### config.mk
export PLATFORM = sky130hd
export DESIGN_NAME = bw_seq_mult_ctrl_flat
export DESIGN_NICKNAME = d
export VERILOG_FILES = /design/src/rtl/bw_mult_pkg.sv /design/src/rtl/bw_seq_mult_ctrl_if.sv /design/src/rtl/bw_row_gen.sv /design/src/rtl/bw_seq_mult_ctrl.sv /design/src/flat_wrapper.sv
export SDC_FILE = /design/constraint.sdc
export NUM_CORES = 1
export LEC_CHECK = 0
export CAP_MARGIN = 30
export CORE_MARGIN = 5
export CORE_UTILIZATION = 63
export CTS_BUF_LIST = sky130_fd_sc_hd__clkbuf_4 sky130_fd_sc_hd__clkbuf_8
export DETAILED_ROUTE_END_ITERATION = 16
export PLACE_DENSITY = 0.95
export SYNTH_ARGS = -nofsm -noshare
export SYNTH_HDL_FRONTEND = slang
export SYNTH_SLANG_ARGS = --single-unit
### constraint.sdc
create_clock -name clk -period 8.1 [get_ports clk]
set_input_delay 2.025 -clock clk [delete_from_list [all_inputs] [get_ports clk]]
set_output_delay 2.025 -clock clk [all_outputs]
set_load 0.005 [all_outputs]
### src/rtl/bw_mult_pkg.sv
// bw_mult_pkg: shared state encoding, width helper and default operand width
package bw_mult_pkg;
  localparam int DEFAULT_N = 16;
  typedef enum logic [1:0] {IDLE, RUN, DONE} state_t;
  function automatic int log2(input int n);
    int r;
    r = 0;
    for (int i = 0; i < 32; i++) if ((1 << i) < n) r = i + 1;
    return r;
  endfunction
endpackage

### src/rtl/bw_seq_mult_ctrl_if.sv
// bw_seq_mult_ctrl_if: start/abort/operand request and status/result bundle
interface bw_seq_mult_ctrl_if
  import bw_mult_pkg::*;
#(
  parameter int N  = DEFAULT_N,
  parameter int CW = log2(N)
);
  logic           start;
  logic           abort;
  logic [N-1:0]   a;
  logic [N-1:0]   b;
  logic           busy;
  logic           done;
  logic [2*N-1:0] product;
  logic [CW-1:0]  row;
  modport master (output start, abort, a, b, input busy, done, product, row);
  modport slave  (input start, abort, a, b, output busy, done, product, row);
endinterface

### src/rtl/bw_row_gen.sv
// bw_row_gen: Baugh-Wooley sign handling of one partial-product row
module bw_row_gen
  import bw_mult_pkg::*;
#(
  parameter int N  = DEFAULT_N,
  parameter int CW = log2(N)
) (
  input  logic [N-1:0]  pp,
  input  logic [CW-1:0] row,
  output logic [N:0]    word
);
  // the leading 1s of rows 0 and N-1 supply the 2^N and 2^(2N-1) correction constants
  always_comb
    word = (row == '0) ? {1'b1, ~pp[N-1], pp[N-2:0]} :
           (row == CW'(N-1)) ? {1'b1, pp[N-1], ~pp[N-2:0]} :
           {1'b0, ~pp[N-1], pp[N-2:0]};
endmodule

### src/rtl/bw_seq_mult_ctrl.sv
// bw_seq_mult_ctrl: one-row-per-cycle signed Baugh-Wooley multiplier with start/abort control
module bw_seq_mult_ctrl
  import bw_mult_pkg::*;
#(
  parameter int N  = DEFAULT_N,
  parameter int CW = log2(N)
) (
  input logic              clk,
  input logic              rst_n,
  bw_seq_mult_ctrl_if.slave bus
);
  state_t         state_q, state_d;
  logic [N-1:0]   a_q, a_d, b_q, b_d, pp;
  logic [2*N-1:0] acc_q, acc_d, prod_q, prod_d;
  logic [CW-1:0]  row_q, row_d;
  logic [N:0]     word;
  logic           last, done_w;
  assign pp     = a_q & {N{b_q[row_q]}};
  assign last   = row_q == CW'(N-1);
  assign done_w = state_q == DONE && !bus.abort;
  bw_row_gen #(.N(N), .CW(CW)) u_row_gen (.pp(pp), .row(row_q), .word(word));
  always_comb begin
    state_d = state_q;
    a_d     = a_q;
    b_d     = b_q;
    acc_d   = acc_q;
    row_d   = row_q;
    prod_d  = prod_q;
    if (bus.abort) begin
      state_d = IDLE;
      row_d   = '0;
    end else if (state_q == IDLE && bus.start) begin
      state_d = RUN;
      a_d     = bus.a;
      b_d     = bus.b;
      acc_d   = '0;
      row_d   = '0;
    end else if (state_q == RUN) begin
      acc_d   = acc_q + ((2*N)'(word) << row_q);
      row_d   = last ? '0 : row_q + CW'(1);
      state_d = last ? DONE : RUN;
    end else if (state_q == DONE) begin
      state_d = IDLE;
      prod_d  = acc_q;
    end
  end
  always_ff @(posedge clk or negedge rst_n)
    if (!rst_n) begin
      state_q <= IDLE;
      a_q     <= '0;
      b_q     <= '0;
      acc_q   <= '0;
      row_q   <= '0;
      prod_q  <= '0;
    end else begin
      state_q <= state_d;
      a_q     <= a_d;
      b_q     <= b_d;
      acc_q   <= acc_d;
      row_q   <= row_d;
      prod_q  <= prod_d;
    end
  assign bus.busy    = state_q != IDLE;
  assign bus.done    = done_w;
  assign bus.product = done_w ? acc_q : prod_q;
  assign bus.row     = row_q;
endmodule
### src/flat_wrapper.sv
// flat-port wrapper written by rule: the top's interface ports become plain ports
module bw_seq_mult_ctrl_flat import bw_mult_pkg::*;
#(
  parameter int N  = DEFAULT_N,
  parameter int CW = log2(N)
)
  (clk, rst_n, bus_start, bus_abort, bus_a, bus_b, bus_busy, bus_done, bus_product, bus_row);
  bw_seq_mult_ctrl_if #(.N(N), .CW(CW)) bus_i ();
  input logic clk;
  input logic rst_n;
  input wire logic [$bits(bus_i.start)-1:0] bus_start;
  input wire logic [$bits(bus_i.abort)-1:0] bus_abort;
  input wire logic [$bits(bus_i.a)-1:0] bus_a;
  input wire logic [$bits(bus_i.b)-1:0] bus_b;
  output wire logic [$bits(bus_i.busy)-1:0] bus_busy;
  output wire logic [$bits(bus_i.done)-1:0] bus_done;
  output wire logic [$bits(bus_i.product)-1:0] bus_product;
  output wire logic [$bits(bus_i.row)-1:0] bus_row;
  assign bus_i.start = bus_start;
  assign bus_i.abort = bus_abort;
  assign bus_i.a = bus_a;
  assign bus_i.b = bus_b;
  assign bus_busy = bus_i.busy;
  assign bus_done = bus_i.done;
  assign bus_product = bus_i.product;
  assign bus_row = bus_i.row;
  bw_seq_mult_ctrl #(.N(N), .CW(CW)) u_core (.clk(clk), .rst_n(rst_n), .bus(bus_i));
endmodule
## Yosys cells after proc, flatten, opt, wreduce, memory -nomap -nowiden

Index checks and enable logic that the tools add are counted.

- Input port bits: 36
- Output and inout bits: 66
- Flip-flop bits (word level): 130
- Logic and storage cells: 47

- Shift operators: 1
- Order comparisons: 1
- Reductions and logical operators: 12
- Eq/ne operators: 3
- Multiplexer cells: 16
- Add/subtract/negate cells: 2
- Bitwise logic cells: 6

Operators with widths:

| cell | number |
|---|---|
| 32-bit two-way mux | 7 |
| 17-bit two-way mux | 2 |
| 32-bit by 1-bit adder with 32-bit output, second input constant | 1 |
| 32-bit adder | 1 |
| 32-bit by 4-bit == test with 1-bit output, second input constant | 1 |
| 32-bit zero test | 1 |
| 32-bit by 5-bit less-than comparator with 1-bit output, second input constant | 1 |
| 17-bit by 32-bit << shifter with 32-bit output | 1 |
| 16-bit bitwise AND | 1 |
| 15-bit NOT | 1 |
| 2-bit two-way mux | 5 |
| 1-bit binary-select mux with 4-bit select | 1 |
| 1-bit NOT | 4 |
| 2-bit AND reduction | 2 |
| 4-bit AND reduction | 1 |
| 2-bit nonzero test | 2 |
| 4-bit nonzero test | 1 |
| 3-bit nonzero test | 1 |
| 2-bit by 1-bit == test with 1-bit output, second input constant | 1 |
| 2-bit == test, second input constant | 1 |
| 1-bit logical AND | 2 |
| 2-bit zero test | 1 |
| 1-bit zero test | 1 |
| 1-bit two-way mux | 1 |

## Logic depth before layout (Yosys ltp)

- Word-level depth: 10
- Depth in mapped cells: 24
- Depth with buffers taken out: 21

## By module

Synthesis repeated with hierarchy kept, for this count alone.

- Cells, all modules: 966
- Area, all modules: 9,059.9 µm²

By module, submodules not included:

| module | seq. area each (µm²) | cells each | area an instance (µm²) | instances |
|---|---|---|---|---|
| bw_seq_mult_ctrl | 3,253.1 | 936 | 8,809.7 | 1 |
| bw_row_gen | 0.0 | 30 | 250.2 | 1 |

## Worst setup path before layout

OpenSTA, ideal clock, no wires.

- Path kind: input to output
- Start: in bus_abort
- End: out bus_product[21]
- Arrival: 3.307 ns
- Required time: 6.075 ns
- Path slack: 2.768 ns
- Buffers on the path: 2
- Stages: 4
- Cell sequence: nor3b_1 -> clkbuf_1 -> clkbuf_1 -> mux2_2

- Cells in the longest elaborated chain, start to end: 3

RTL lines:

| element | RTL line | RTL |
|---|---|---|
| start: declaration | flat_wrapper.sv:12 | `input wire logic [$bits(bus_i.abort)-1:0] bus_abort;` |
| 1-bit zero test | bw_seq_mult_ctrl.sv:20 | `assign done_w = state_q == DONE && !bus.abort;` |
| 1-bit logical AND | bw_seq_mult_ctrl.sv:20 |  |
| named net bus_done | flat_wrapper.sv:16 | `output wire logic [$bits(bus_i.done)-1:0] bus_done;` |
| 32-bit two-way mux | bw_seq_mult_ctrl.sv:65 | `assign bus.product = done_w ? acc_q : prod_q;` |
| end: declaration | flat_wrapper.sv:17 | `output wire logic [$bits(bus_i.product)-1:0] bus_product;` |

The timed path passes the listed nets, and every way through them passes these cells.

## Worst setup path after layout

- Start: in bus_abort
- End: out bus_product[16]

- Cells in the longest elaborated chain, start to end: 3

RTL lines:

| element | RTL line |
|---|---|
| 1-bit zero test | bw_seq_mult_ctrl.sv:20 |
| 1-bit logical AND | bw_seq_mult_ctrl.sv:20 |
| 32-bit two-way mux | bw_seq_mult_ctrl.sv:65 |

Every way passes these cells.

==> key figures <==
STA
  • Clock skew: 11.7 ps
  • Crit path time final: 6340 ps
  • RSZ-0062 raised after global routing: no
  • Final Hold Violating Endpoints: 0
  • F_max: 158 MHz
  • Relative slew margins: 32.4%
  • Fin Setup TNS: 0 ps
  • Final setup viols: 0
  • Post-route clock period utilization: 78.2%
  • Slew Limit Fails: 0
  • Slew @ Worst Pin: 989 ps

Global routing
  • Largest net degree at the start of global routing: 77
  • Vias in the first global route: 8050
  • Total global routing overflow: 0
  • Global-route wire length before repair: 39.3 mm
  • Total GRT Usage: 29.2%
  • Initial antenna violation count: 0

Clock tree
  • Clk sinks: 130
  • CTS clk-pin slew, worst paths: 70 ps
  • Number of H-tree levels: 4
  • Resize count post-CTS: 0
  • CTS Hold Buffers Added: 0
  • Max Buffers Root-to-Sink: 2
  • Root Buffer: clkbuf_8
  • Postcts setup bufs: 0
  • Clk_lat worst skew: 460 ps
  • CTS tree: built
  • Cts bufs inserted: 17

Pwr
  • Power per Cell Area: 193 nW/µm²
  • Worst IR Drop VDD: 0.163 mV
  • Static Leak: 0.00450 µW

Placement
  • Port-buffer cells: 101
  • Final Wtd Congestion: 0.952
  • Final HPWL DP: 15.9 mm
  • Post-DP Area: 10000 µm²

Routing
  • Detailed Route WL: 23.7 mm
  • M1 wire length: 9.44 mm
  • Pre-antenna DRT Iters: 6
  • Remaining DRCs: 0
  • Routed via count: 8241
  • Post-DRT Antenna Nets: 0
  • WL met2: 11.4 mm
  • Uppermost routed layer: met4
  • Vias/cell: 6.52
  • DR WL met3: 1.99 mm
  • Wire length per cell: 18.8 µm
  • Initial drt markers: 877

Critical path
  • Top Family by Delay on Critical Path: buffers and inverters
  • Buf/Inv on CP: 3
  • CP Capture Type: primary output
  • Critical Path Start: bus_abort
  • Worst path max stage delay: 620 ps
  • Slowest cell on crit path: buf_4
  • Crit path required time: 6080 ps
  • Critical path type: primary input to primary output
  • Reg2Reg Setup Slack: 1780 ps
  • Most common cell on crit path: clkdlybuf4s50_1
  • Critical path cell sequence: clkdlybuf4s50_1 -> nor3b_2 -> buf_4 -> mux2_2 -> clkdlybuf4s50_1
  • CP Max Fanout: 65
  • Reg2reg start: u_core.bus.row[1]
  • Worst setup SP type: primary input
  • Critical Path AT: 4310 ps

Synthesis
  • EDFF count, synth: 0
  • Sequential element share of the synthesized area: 36.5%
  • Main flop type after synthesis: dfrtp_1
  • Synthesis warning total: 0
  • Library cells used by synthesis: 64
  • Yosys reg bits: 130
  • Post-Synthesis Cells: 994
  • Cell area after synthesis: 8900 µm²
  • FFs w/ async S/R, synth: 100%
  • Syn_nets: 1064
  • Mapped Avg Cell Area: 8.96 µm²

Floorplan
  • IO Pins: 102
  • CORE AREA: 13900 µm²
  • FP Rows: 43
  • Vert. Die Dim: 129 µm
  • DIE AREA: 16600 µm²
  • Initial core utilization: 64.2%
  • Chip width: 129 µm

Worst hold path
  • Hold path start: u_core.prod_q[28]
  • Worst Hold Class: flop to flop

Cells and area
  • Final Cell Area: 10500 µm²
  • Ant. Diodes: 0
  • Most frequent cells in the layout: dfrtp_1, mux2_2, nand2_1
  • Nets: 1140
  • Most common cell after layout, fill and taps aside: dfrtp_1
  • Layout overhead on the synthesized area: 17.8%
  • Layout fillers: 919
  • Layout cells sized above 1: 15.2%

Job
  • Max cap viols: 0

Status
  • Outcome: finished, final reports clean
registers in the layout, indices dropped and copies added, names as in the netlist:
register	cells
u_core.state_q	2
u_core.bus.row	32
u_core.a_q	16
u_core.acc_q	32
u_core.b_q	16
u_core.prod_q	32
stage by stage:
| step | std cells | power [µW] | hold WS [ps] | setup WS, ps | util [%] |
|---|---|---|---|---|---|
| after floorplan | 994 | 1240 | 473 | 2770 | - |
| after global routing | 1263 | 2140 | 523 | 1600 | 75.6 |
| after global placement | 1230 | 1380 | 485 | 1900 | 72.2 |
| after detailed placement | 1230 | 1400 | 492 | 1800 | 72.2 |
| after CTS | 1262 | 2020 | 510 | 1800 | 75.4 |
| final | 1263 | 2030 | 508 | 1760 | 75.6 |
cell type report:
class,count,area [µm²],share of cell area (%)
sequential,130,3250,31.0
multi-input combinational,787,5370,51.2
inverter,19,71.3,0.680
timing repair buffer,115,1130,10.8
clock buffer,21,289,2.75
clock inverter,11,151,1.44
tap,180,225,2.15
cells in the mapped netlist (3+ instances only):
| cell type | n | share of area, % |
|---|---|---|
| o21ai_0 | 90 | 5.1 |
| a31oi_1 | 12 | 0.84 |
| buf_1 | 5 | 0.21 |
| and3_1 | 15 | 1.1 |
| or2_2 | 5 | 0.35 |
| clkbuf_1 | 50 | 2.1 |
| a21o_1 | 13 | 1.1 |
| dfrtp_1 | 130 | 37 |
| o41ai_1 | 4 | 0.39 |
| o31ai_1 | 18 | 1.5 |
| xor2_1 | 12 | 1.2 |
| nor3_1 | 20 | 1.1 |
| a211oi_1 | 7 | 0.59 |
| nand2b_1 | 10 | 0.70 |
| nor2_1 | 81 | 3.4 |
| xnor2_1 | 31 | 3.0 |
| mux2i_1 | 19 | 2.1 |
| nand2_1 | 102 | 4.3 |
| o31a_1 | 4 | 0.39 |
| ha_1 | 33 | 4.6 |
| nand3_1 | 30 | 1.7 |
| nand4_1 | 11 | 0.77 |
| or3_1 | 10 | 0.70 |
| nor2b_1 | 9 | 0.63 |
| and2_1 | 8 | 0.56 |
| or4_1 | 4 | 0.34 |
| o22ai_1 | 4 | 0.28 |
| mux2_2 | 103 | 13 |
| a21oi_1 | 62 | 3.5 |
| inv_1 | 18 | 0.76 |
| o211ai_1 | 3 | 0.25 |
| a22o_1 | 4 | 0.39 |
| o21a_1 | 10 | 0.84 |
| a41oi_1 | 3 | 0.30 |
| o21bai_1 | 7 | 0.59 |
| nor4_1 | 11 | 0.77 |
power by group:
part	switching, µW	internal (µW)
Clock	269	338
Combinational	349	268
Sequential	81.5	722
Total	700	1330
logic make-up (layout without fill, tap and decap cells):
logic type | after synthesis | count (layout) | share of synthesized area [%]
xor gates and xnor gates | 43 | 43 | 4.23
adders and majority gates | 34 | 34 | 4.86
AOI/OAI and AO/OA | 261 | 261 | 18.0
DFF | 130 | 130 | 36.5
and+or+nand+nor | 325 | 325 | 17.3
buffers and inverters | 77 | 166 | 3.39
muxes | 124 | 124 | 15.7
path summary, 6_finish.rpt:
check | depth (start not counted) | to
worst max-delay path | 5 | bus_product[16]
worst min-delay path | 1 | u_core.prod_q[28]
worst max register to register | 19 | u_core.acc_q[30]
worst min register to register | 1 | u_core.prod_q[28]
max in group asynchronous | 3 | u_core.bus.row[3]
min in group asynchronous | 1 | u_core.prod_q[7]
routing by layer:
metal	vias up	track usage [%]
met5	-	0
met4	0	11.3
met3	107	6.77
met2	452	47.7
met1	3901	37.8
li1	3781	-
Note: power is estimated with default switching activity, not from simulation.
